`src/rtl/cube_seq_if.sv`:
```
// Operand/result bundle for the time-multiplexed cube engine.
// A triple transfers on (i_vld & o_rdy); a result transfers on (o_vld & i_rdy); both edge-sampled.
`timescale 1ns/1ps
interface cube_seq_if;
  logic        i_vld;
  logic        o_rdy;
  logic [14:0] i_op0;
  logic [14:0] i_op1;
  logic [14:0] i_op2;
  logic [2:0]  i_mask;
  logic        o_vld;
  logic        i_rdy;
  logic [13:0] o_cube0;
  logic [13:0] o_cube1;
  logic [13:0] o_cube2;
  logic        o_busy;

  modport master (
    output i_vld, i_op0, i_op1, i_op2, i_mask, i_rdy,
    input  o_rdy, o_vld, o_cube0, o_cube1, o_cube2, o_busy
  );

  modport slave (
    input  i_vld, i_op0, i_op1, i_op2, i_mask, i_rdy,
    output o_rdy, o_vld, o_cube0, o_cube1, o_cube2, o_busy
  );
endinterface

```
`src/rtl/cube_seq.sv`:
```
// Cube engine: one shared 15x15 multiplier computes square then cube per enabled channel.
// Results hold in DONE until the downstream accepts them.
`timescale 1ns/1ps
module cube_seq (
  input  logic        clk,
  input  logic        rst,
  cube_seq_if.slave   io_bus,
  output logic [1:0]  o_dbg_state
);

  typedef enum logic [1:0] {
    ST_IDLE = 2'd0,
    ST_SQ   = 2'd1,
    ST_CU   = 2'd2,
    ST_DONE = 2'd3
  } state_t;

  state_t      r_state;
  state_t      w_state_nxt;
  logic [1:0]  r_ch;
  logic [1:0]  w_ch_nxt;
  logic [14:0] r_op0;
  logic [14:0] r_op1;
  logic [14:0] r_op2;
  logic [2:0]  r_mask;
  logic [13:0] r_sq;
  logic [13:0] r_cube0;
  logic [13:0] r_cube1;
  logic [13:0] r_cube2;

  logic        w_rdy;
  logic        w_accept;
  logic        w_sq_we;
  logic        w_cu_we;
  logic [1:0]  w_first_ch;
  logic [1:0]  w_next_ch;
  logic        w_has_next;
  logic [14:0] w_op_sel;
  logic [14:0] w_mul_b;
  logic [15:0] w_rnd;
  logic [15:0] w_prod_hi;

  // i_rdy reaches o_rdy combinationally so DONE can hand off and accept on one edge
  assign w_rdy    = (r_state == ST_IDLE) | ((r_state == ST_DONE) & io_bus.i_rdy);
  assign w_accept = io_bus.i_vld & w_rdy;

  always_comb begin
    w_first_ch = 2'd0;
    if (!io_bus.i_mask[0]) begin
      w_first_ch = io_bus.i_mask[1] ? 2'd1 : 2'd2;
    end
  end

  always_comb begin
    w_has_next = 1'b0;
    w_next_ch  = r_ch;
    case (r_ch)
      2'd0: begin
        if (r_mask[1]) begin
          w_has_next = 1'b1;
          w_next_ch  = 2'd1;
        end else if (r_mask[2]) begin
          w_has_next = 1'b1;
          w_next_ch  = 2'd2;
        end
      end
      2'd1: begin
        if (r_mask[2]) begin
          w_has_next = 1'b1;
          w_next_ch  = 2'd2;
        end
      end
      default: begin
        w_has_next = 1'b0;
      end
    endcase
  end

  always_comb begin
    case (r_ch)
      2'd0:    w_op_sel = r_op0;
      2'd1:    w_op_sel = r_op1;
      default: w_op_sel = r_op2;
    endcase
  end

  // Shared multiplier; only p[29:14] is ever consumed (SQ takes [29:16], CU takes [27:14])
  assign w_mul_b   = (r_state == ST_CU) ? {1'b0, r_sq} : w_op_sel;
  assign w_rnd     = (r_state == ST_CU) ? 16'h2000 : 16'h8000;
  assign w_prod_hi = 16'(({15'd0, w_op_sel} * {15'd0, w_mul_b} + {14'd0, w_rnd}) >> 14);

  always_ff @(posedge clk) begin
    if (rst) begin
      r_state <= ST_IDLE;
      r_ch    <= 2'd0;
    end else begin
      r_state <= w_state_nxt;
      r_ch    <= w_ch_nxt;
    end
  end

  always_comb begin
    w_state_nxt = r_state;
    w_ch_nxt    = r_ch;
    w_sq_we     = 1'b0;
    w_cu_we     = 1'b0;
    case (r_state)
      ST_IDLE: begin
        if (w_accept) begin
          w_ch_nxt    = w_first_ch;
          w_state_nxt = (io_bus.i_mask == 3'b000) ? ST_DONE : ST_SQ;
        end
      end
      ST_SQ: begin
        w_sq_we     = 1'b1;
        w_state_nxt = ST_CU;
      end
      ST_CU: begin
        w_cu_we = 1'b1;
        if (w_has_next) begin
          w_ch_nxt    = w_next_ch;
          w_state_nxt = ST_SQ;
        end else begin
          w_state_nxt = ST_DONE;
        end
      end
      ST_DONE: begin
        if (io_bus.i_rdy) begin
          if (w_accept) begin
            w_ch_nxt    = w_first_ch;
            w_state_nxt = (io_bus.i_mask == 3'b000) ? ST_DONE : ST_SQ;
          end else begin
            w_state_nxt = ST_IDLE;
          end
        end
      end
      default: begin
        w_state_nxt = ST_IDLE;
      end
    endcase
  end

  always_ff @(posedge clk) begin
    if (rst) begin
      r_op0   <= 15'd0;
      r_op1   <= 15'd0;
      r_op2   <= 15'd0;
      r_mask  <= 3'd0;
      r_sq    <= 14'd0;
      r_cube0 <= 14'd0;
      r_cube1 <= 14'd0;
      r_cube2 <= 14'd0;
    end else begin
      if (w_accept) begin
        r_op0  <= io_bus.i_op0;
        r_op1  <= io_bus.i_op1;
        r_op2  <= io_bus.i_op2;
        r_mask <= io_bus.i_mask;
        if (!io_bus.i_mask[0]) r_cube0 <= 14'd0;
        if (!io_bus.i_mask[1]) r_cube1 <= 14'd0;
        if (!io_bus.i_mask[2]) r_cube2 <= 14'd0;
      end
      if (w_sq_we) begin
        r_sq <= w_prod_hi[15:2];
      end
      if (w_cu_we) begin
        case (r_ch)
          2'd0:    r_cube0 <= w_prod_hi[13:0];
          2'd1:    r_cube1 <= w_prod_hi[13:0];
          default: r_cube2 <= w_prod_hi[13:0];
        endcase
      end
    end
  end

  assign io_bus.o_rdy   = w_rdy;
  assign io_bus.o_vld   = (r_state == ST_DONE);
  assign io_bus.o_busy  = (r_state != ST_IDLE);
  assign io_bus.o_cube0 = r_cube0;
  assign io_bus.o_cube1 = r_cube1;
  assign io_bus.o_cube2 = r_cube2;
  assign o_dbg_state    = r_state;

endmodule

```
`src/flat_wrapper.sv`:
```
// flat-port wrapper written by rule: the top's interface ports become plain ports
module cube_seq_flat 
  (clk, rst, o_dbg_state, io_bus_i_vld, io_bus_i_op0, io_bus_i_op1, io_bus_i_op2, io_bus_i_mask, io_bus_i_rdy, io_bus_o_rdy, io_bus_o_vld, io_bus_o_cube0, io_bus_o_cube1, io_bus_o_cube2, io_bus_o_busy);
  cube_seq_if io_bus_i ();
  input  logic clk;
  input  logic rst;
  output logic [1:0] o_dbg_state;
  input wire logic [$bits(io_bus_i.i_vld)-1:0] io_bus_i_vld;
  input wire logic [$bits(io_bus_i.i_op0)-1:0] io_bus_i_op0;
  input wire logic [$bits(io_bus_i.i_op1)-1:0] io_bus_i_op1;
  input wire logic [$bits(io_bus_i.i_op2)-1:0] io_bus_i_op2;
  input wire logic [$bits(io_bus_i.i_mask)-1:0] io_bus_i_mask;
  input wire logic [$bits(io_bus_i.i_rdy)-1:0] io_bus_i_rdy;
  output wire logic [$bits(io_bus_i.o_rdy)-1:0] io_bus_o_rdy;
  output wire logic [$bits(io_bus_i.o_vld)-1:0] io_bus_o_vld;
  output wire logic [$bits(io_bus_i.o_cube0)-1:0] io_bus_o_cube0;
  output wire logic [$bits(io_bus_i.o_cube1)-1:0] io_bus_o_cube1;
  output wire logic [$bits(io_bus_i.o_cube2)-1:0] io_bus_o_cube2;
  output wire logic [$bits(io_bus_i.o_busy)-1:0] io_bus_o_busy;
  assign io_bus_i.i_vld = io_bus_i_vld;
  assign io_bus_i.i_op0 = io_bus_i_op0;
  assign io_bus_i.i_op1 = io_bus_i_op1;
  assign io_bus_i.i_op2 = io_bus_i_op2;
  assign io_bus_i.i_mask = io_bus_i_mask;
  assign io_bus_i.i_rdy = io_bus_i_rdy;
  assign io_bus_o_rdy = io_bus_i.o_rdy;
  assign io_bus_o_vld = io_bus_i.o_vld;
  assign io_bus_o_cube0 = io_bus_i.o_cube0;
  assign io_bus_o_cube1 = io_bus_i.o_cube1;
  assign io_bus_o_cube2 = io_bus_i.o_cube2;
  assign io_bus_o_busy = io_bus_i.o_busy;
  cube_seq u_core (.clk(clk), .rst(rst), .io_bus(io_bus_i), .o_dbg_state(o_dbg_state));
endmodule
```
`config.mk`:
```
export PLATFORM = sky130hd
export DESIGN_NAME = cube_seq_flat
export DESIGN_NICKNAME = d
export VERILOG_FILES = /design/src/rtl/cube_seq_if.sv /design/src/rtl/cube_seq.sv /design/src/flat_wrapper.sv
export SDC_FILE = /design/constraint.sdc
export NUM_CORES = 1
export LEC_CHECK = 0
export ABC_AREA = 1
export CAP_MARGIN = 25
export CORE_UTILIZATION = 37
export DETAILED_ROUTE_END_ITERATION = 10
export GPL_TIMING_DRIVEN = 0
export PLACE_DENSITY = 0.59
export SLEW_MARGIN = 20
export SYNTH_ARGS = -nofsm -noshare
export SYNTH_HDL_FRONTEND = slang
export SYNTH_SLANG_ARGS = --single-unit
```
`constraint.sdc`:
```
create_clock -name clk -period 6.94 [get_ports clk]
set_clock_uncertainty 0.15 [all_clocks]
set_input_delay 1.041 -clock clk [delete_from_list [all_inputs] [get_ports clk]]
set_output_delay 1.041 -clock clk [all_outputs]
set_load 0.02 [all_outputs]
```
Yosys cells after proc, flatten, opt, wreduce, memory -nomap -nowiden

Index checks and enable logic that the tools add are counted.
Widths: inputs -> output; s select.

Output and inout port bits: 47
Bits in registers: 108

Reductions and logical operators: 8
Multiplexer cells: 35
Bitwise logic cells: 3
$add $sub $neg: 1
Equality and inequality tests: 8
Multiply operators: 1

Operators by type and width:

| cell               | number |
|---|---|
| $mux 14            | 12 |
| $add 30x16->30     | 1 |
| $mul 15x15->30     | 1 |
| $pmux 15 s2        | 1 |
| $mux 2             | 12 |
| $mux 16            | 1 |
| $mux 15            | 1 |
| $pmux 2 s4         | 1 |
| $pmux 2 s3         | 1 |
| $eq 2x1->1 const B | 2 |
| $eq 2x2->1 const B | 2 |
| $logic_not 2->1    | 2 |
| $mux 1             | 4 |
| $ne 2x1->1 const B | 2 |
| $pmux 2 s2         | 1 |
| $reduce_and 4->1   | 1 |
| $logic_not 3->1    | 1 |
| $ne 3x3->1 const B | 1 |
| $reduce_bool 3->1  | 1 |
| $and 1x1->1        | 2 |
| $ne 2x2->1 const B | 1 |
| $pmux 1 s2         | 1 |
| $reduce_and 2->1   | 1 |
| $reduce_bool 2->1  | 1 |
| 2 further kinds    | 2 |

Logic depth before layout (Yosys ltp)

Word-level depth: 7
Gate-level depth with buffers: 37
Depth with buffers taken out: 34

Worst setup path before layout

Ideal clock, no wire load.

Path type: reg-to-reg
From: reg u_core.r_state[0], in the netlist u_core.o_dbg_state[0]
To: reg u_core.r_cube0[10], in the netlist u_core.io_bus.o_cube0[10]
Setup slack: 0.500 ns
Stages on the path, launching flop included: 31
Data arrival time: 6.180 ns
Data required time: 6.681 ns
Buffers on the path: 2
Cells stage by stage: dfxtp_1 inv_2 nand2_2 inv_2 clkbuf_1 nand2_1 a21boi_0 clkbuf_1 nand2_1 fa_1 fa_1 inv_1 fa_1 fa_1 fa_1 inv_1 fa_1 inv_1 ha_1 a21oi_1 inv_1 a21oi_1 inv_1 a21oi_1 inv_1 a21oi_1 nand3_1 nand2_1 nand2_1 nand2_1 inv_1

Word-level cells in the longest chain between the ends: 7

Ends and longest elaborated chain:

| what                                                   | RTL line        | source |
|---|---|---|
| start: declaration                                     | cube_seq.sv:18  | `state_t r_state;` |
| start signal: assignment                               | cube_seq.sv:97  | `r_state <= w_state_nxt;` |
| branches (longest 6 deep; another with $mul 15x15->30) | -               |  |
| $mux 14 *                                              | cube_seq.sv:166 | `if (w_cu_we) begin` |
| end signal: assignment                                 | cube_seq.sv:168 | `2'd0: r_cube0 <= w_prod_hi[13:0];` |
| end: declaration                                       | cube_seq.sv:27  | `logic [13:0] r_cube0;` |

Mark *: on every way between the ends.
A chain may end at the register's enable or synchronous reset.

Final worst setup path

From: reg u_core.r_ch[1]
To: reg u_core.r_cube2[9], in the netlist u_core.io_bus.o_cube2[9]

Word-level cells in the longest chain between the ends: 7

Ends and longest elaborated chain:

| what                                                 | RTL line                        | source |
|---|---|---|
| start: declaration                                   | cube_seq.sv:20                  | `logic [1:0] r_ch;` |
| start signal: assignment                             | cube_seq.sv:98                  | `r_ch <= w_ch_nxt;` |
| $eq 2x1->1 / $logic_not 2->1 (equally long branches) | cube_seq.sv:80, cube_seq.sv:167 |  |
| $pmux 15 s2                                          | cube_seq.sv:80                  | `case (r_ch)` |
| $mux 15                                              | cube_seq.sv:88                  | `assign w_mul_b = (r_state == ST_CU) ? {1'b0, r_sq} : w_op_sel;` |
| $mul 15x15->30                                       | cube_seq.sv:90                  | `assign w_prod_hi = 16'(({15'd0, w_op_sel} * {15'd0, w_mul_b} + {14'd0, w_rnd}) >> 14);` |
| $add 30x16->30                                       | cube_seq.sv:90                  |  |
| $mux 14 *                                            | cube_seq.sv:167                 | `case (r_ch)` |
| $mux 14 *                                            | cube_seq.sv:166                 |  |
| end signal: assignment                               | cube_seq.sv:170                 | `default: r_cube2 <= w_prod_hi[13:0];` |
| end: declaration                                     | cube_seq.sv:29                  | `logic [13:0] r_cube2;` |

Every way passes the cells marked *; elsewhere a longest branch is shown, timed or not.

==> metrics.md <==
| Metric | Value |
|---|---|
| Syn_nets | between 1500 and 2000 |
| Via count | ~11000 |
| WS Path Type | reg2reg |
| Path depth of the worst reg2reg path | 30 |
| Core footprint | around 33000 um2 |
| Diodes inserted | 0 |
| Final Hold Vio Count | 0 |
| Commonest cells post-synth | inv_1 (355), nand2_1 (284), nor2_1 (210) |
| Crit end category | flip-flop |
| Root Buffer | clkbuf_16 |
| Post-Route WL | 38700 um |
| Antenna violations before repair | 0 |
| Largest net degree at the start of global routing | 24 |
| Max clock buf depth | 2 |
| CP most frequent cell | fa_1 |
| Top cell type's share of synthesized area | approximately 28% |
| Seq cells post-synth | around 110 |
| MaxCap Viol Count | 0 |
| Final Max Slew Viols | 0 |
| Startpoint types | flip-flop |
| Asr flop ratio synth | 0% |
| DRC | 0 |
| Final min period | about 6800 ps |
| Post-Syn Area per Cell | around 7.5 um2 |
| Vias per std cell | a little under 5 |
| Yosys top cell by area | fa_1 |
| Layout cells sized above 1 | 13.7% |
| Critical-path top delay cell | fa_1 |
| Row Count | 66 |
| I/O pin count | between 90 and 100 |
| Post-Synthesis Cells | between 1500 and 2000 |
| Crit path max fanout | 8 |
| Max transition margin | a little under three fifths |
| Total GRT Usage | between 20% and 30% |
| Layout net count | around 2100 |
| Post-Place Setup Slack | -1110 ps |
| Worst hold path depth | 2 |
| Remaining antenna violation count | 0 |
| Slowest cell delay on critical path | around 530 ps |
| Hpwl dp | about 31000 um |
| EDFF count, synth | 0 |
| DIE AREA | about 34000 um2 |
| Critical path required time | about 7100 ps |
| Largest cells by area after synthesis | fa_1 (28%), dfxtp_1 (17%), inv_1 (11%) |
| Yosys cell types | 46 |
| Synth Flop Type | dfxtp_1 |
| RSZ-0062 raised after global routing | yes |
| Pre-Repair DR Iteration Count | 5 |
| H-tree depth | 3 |
| Design Area, Final | between 15000 and 20000 um2 |
| Hold_buf cts | 0 |
| Clock sink total | 107 |
| Mapped Area | between 10000 and 15000 um2 |
| Mean routed wirelength per cell | approximately 17 um |
| Final Cycle Share | 97.3% |
| Worst-Margin Slew | roughly 630 ps |
| Max Fclk | 148 MHz |
| Starting Density | 37.7% |
| Status | finished, final reports clean |
| Count leader, synth | inv_1 |
| Synth warnings | 0 |
| CTS tree | built |
| Overflow after GRT | 0 |
| Die width | between 150 and 200 um |
| Setup TNS Final | 0 ps |
| Hold Path Class | reg2reg |
| Clock slew at reported path FFs | ~100 ps |
| Synth-to-layout area growth | 24.4% |
| Skew-Pair Late Insertion Delay | about 370 ps |
| Port Buffers | 98 |
| Seq/Total Area, Yosys | roughly 17% |
| Critical Path AT | slightly below 7000 ps |
| Final RePlAce weighted congestion | between 0.9 and 1 |
| Number of global-route vias before repair | roughly 11000 |
| First-pass GRT wire length | between 60000 and 70000 um |
| CTS Buf Count | 9 |
| Die Span Y | around 180 um |
| Initial detailed-routing violation count | about 650 |
| Dpl cell area | 13800 um2 |
| Endpoints failing setup | 0 |
| Setup slack after layout | around 190 ps |
[flip-flops by register name, indices dropped and copies added (netlist names)]
signal,cells
u_core.r_op1,15
u_core.r_op0,15
u_core.r_op2,15
u_core.o_dbg_state,2
u_core.r_sq,14
u_core.r_mask,2
u_core.io_bus.o_cube2,14
u_core.io_bus.o_cube1,14
u_core.io_bus.o_cube0,14
u_core.r_ch,2
[cell families (layout without fill, tap and decap cells)]
logic type | after synthesis | after routing | share of synthesized area, %
buffers and inverters | 426 | 604 | 13.4
adder cells (fa/ha/maj) | 269 | 269 | 37.7
flip-flops | 107 | 107 | 17.4
AND/OR/NAND/NOR | 598 | 598 | 20.1
AO/OA/AOI/OAI | 244 | 244 | 11.1
XOR/XNOR | 4 | 4 | 0.346
[layout make-up]
type / count / area, um2
Multi-Input combinational cell: 1115 / 8960
Clock buffer: 9 / 225
Fill cell: 3242 / 17300
Buffer: 59 / 392
Sequential cell: 107 / 2150
Clock inverter: 7 / 96.3
Timing Repair Buffer: 164 / 1510
Tap cell: 442 / 553
Inverter: 365 / 1410
[through the flow]
stage,hold WS [ps],instances,utilization (%)
after floorplan,271,1648,-
after global placement,284,2188,42.4
after detailed placement,289,2188,42.4
after CTS,306,2218,44.6
after global routing,332,2268,46.9
final,303,2268,46.9
[worst max-delay path, delay by kind of cell (launching register included)]
| family | cells | cell delay, ps |
|---|---|---|
| AND/OR/NAND/NOR | 6 | 810 |
| buffers and inverters | 11 | 1080 |
| AO/OA/AOI/OAI | 6 | 1060 |
| adder cells (fa/ha/maj) | 7 | 3270 |
| flip-flops | 1 | 340 |
[cell usage in the layout, fill, tap and decap left out, drive strengths merged, types with 2 or more instances in the layout]
cell type and n:
a211oi 2, a21o 6, a21oi 88, a31oi 12
and3 2, buf 98, clkbuf 36, clkdlybuf4s50 98
clkinv 3, clkinvlp 3, dfxtp 107, fa 169
ha 100, inv 366, nand2 297, nand3 70
nand4 3, nor2 213, nor3 6, o21a 15
o21ai 113, o21bai 2, o32ai 2, or2 5
xnor2 2, xor2 2
[repair_timing]
action | in CTS | in global routing
resized for setup | 88 | 111
setup endpoints to repair | 56 | 56
buffers inserted | 14 | 50
pin swaps | 7 | 35
gates cloned | 0 | 2
[per-layer routing]
metal	share of wire (%)	global-route usage, %	vias to the layer above
met1	46	33.1	5293
met4	2.7	7.23	0
li1	-	-	5355
met2	45	38.5	345
met3	6.4	3.69	52
met5	0	0	-
[path summary, 6_finish.rpt]
check                  from  slack [ps]                  endpoint
max          u_core.r_ch[1]         190  u_core.io_bus.o_cube2[9]
min          u_core.r_sq[0]         300            u_core.r_sq[0]
min reg2reg  u_core.r_sq[0]         300            u_core.r_sq[0]
max reg2reg  u_core.r_ch[1]         190  u_core.io_bus.o_cube2[9]
Power is not shown: default switching activity piles up to over one toggle a cycle in this logic, so the estimate is an artifact.
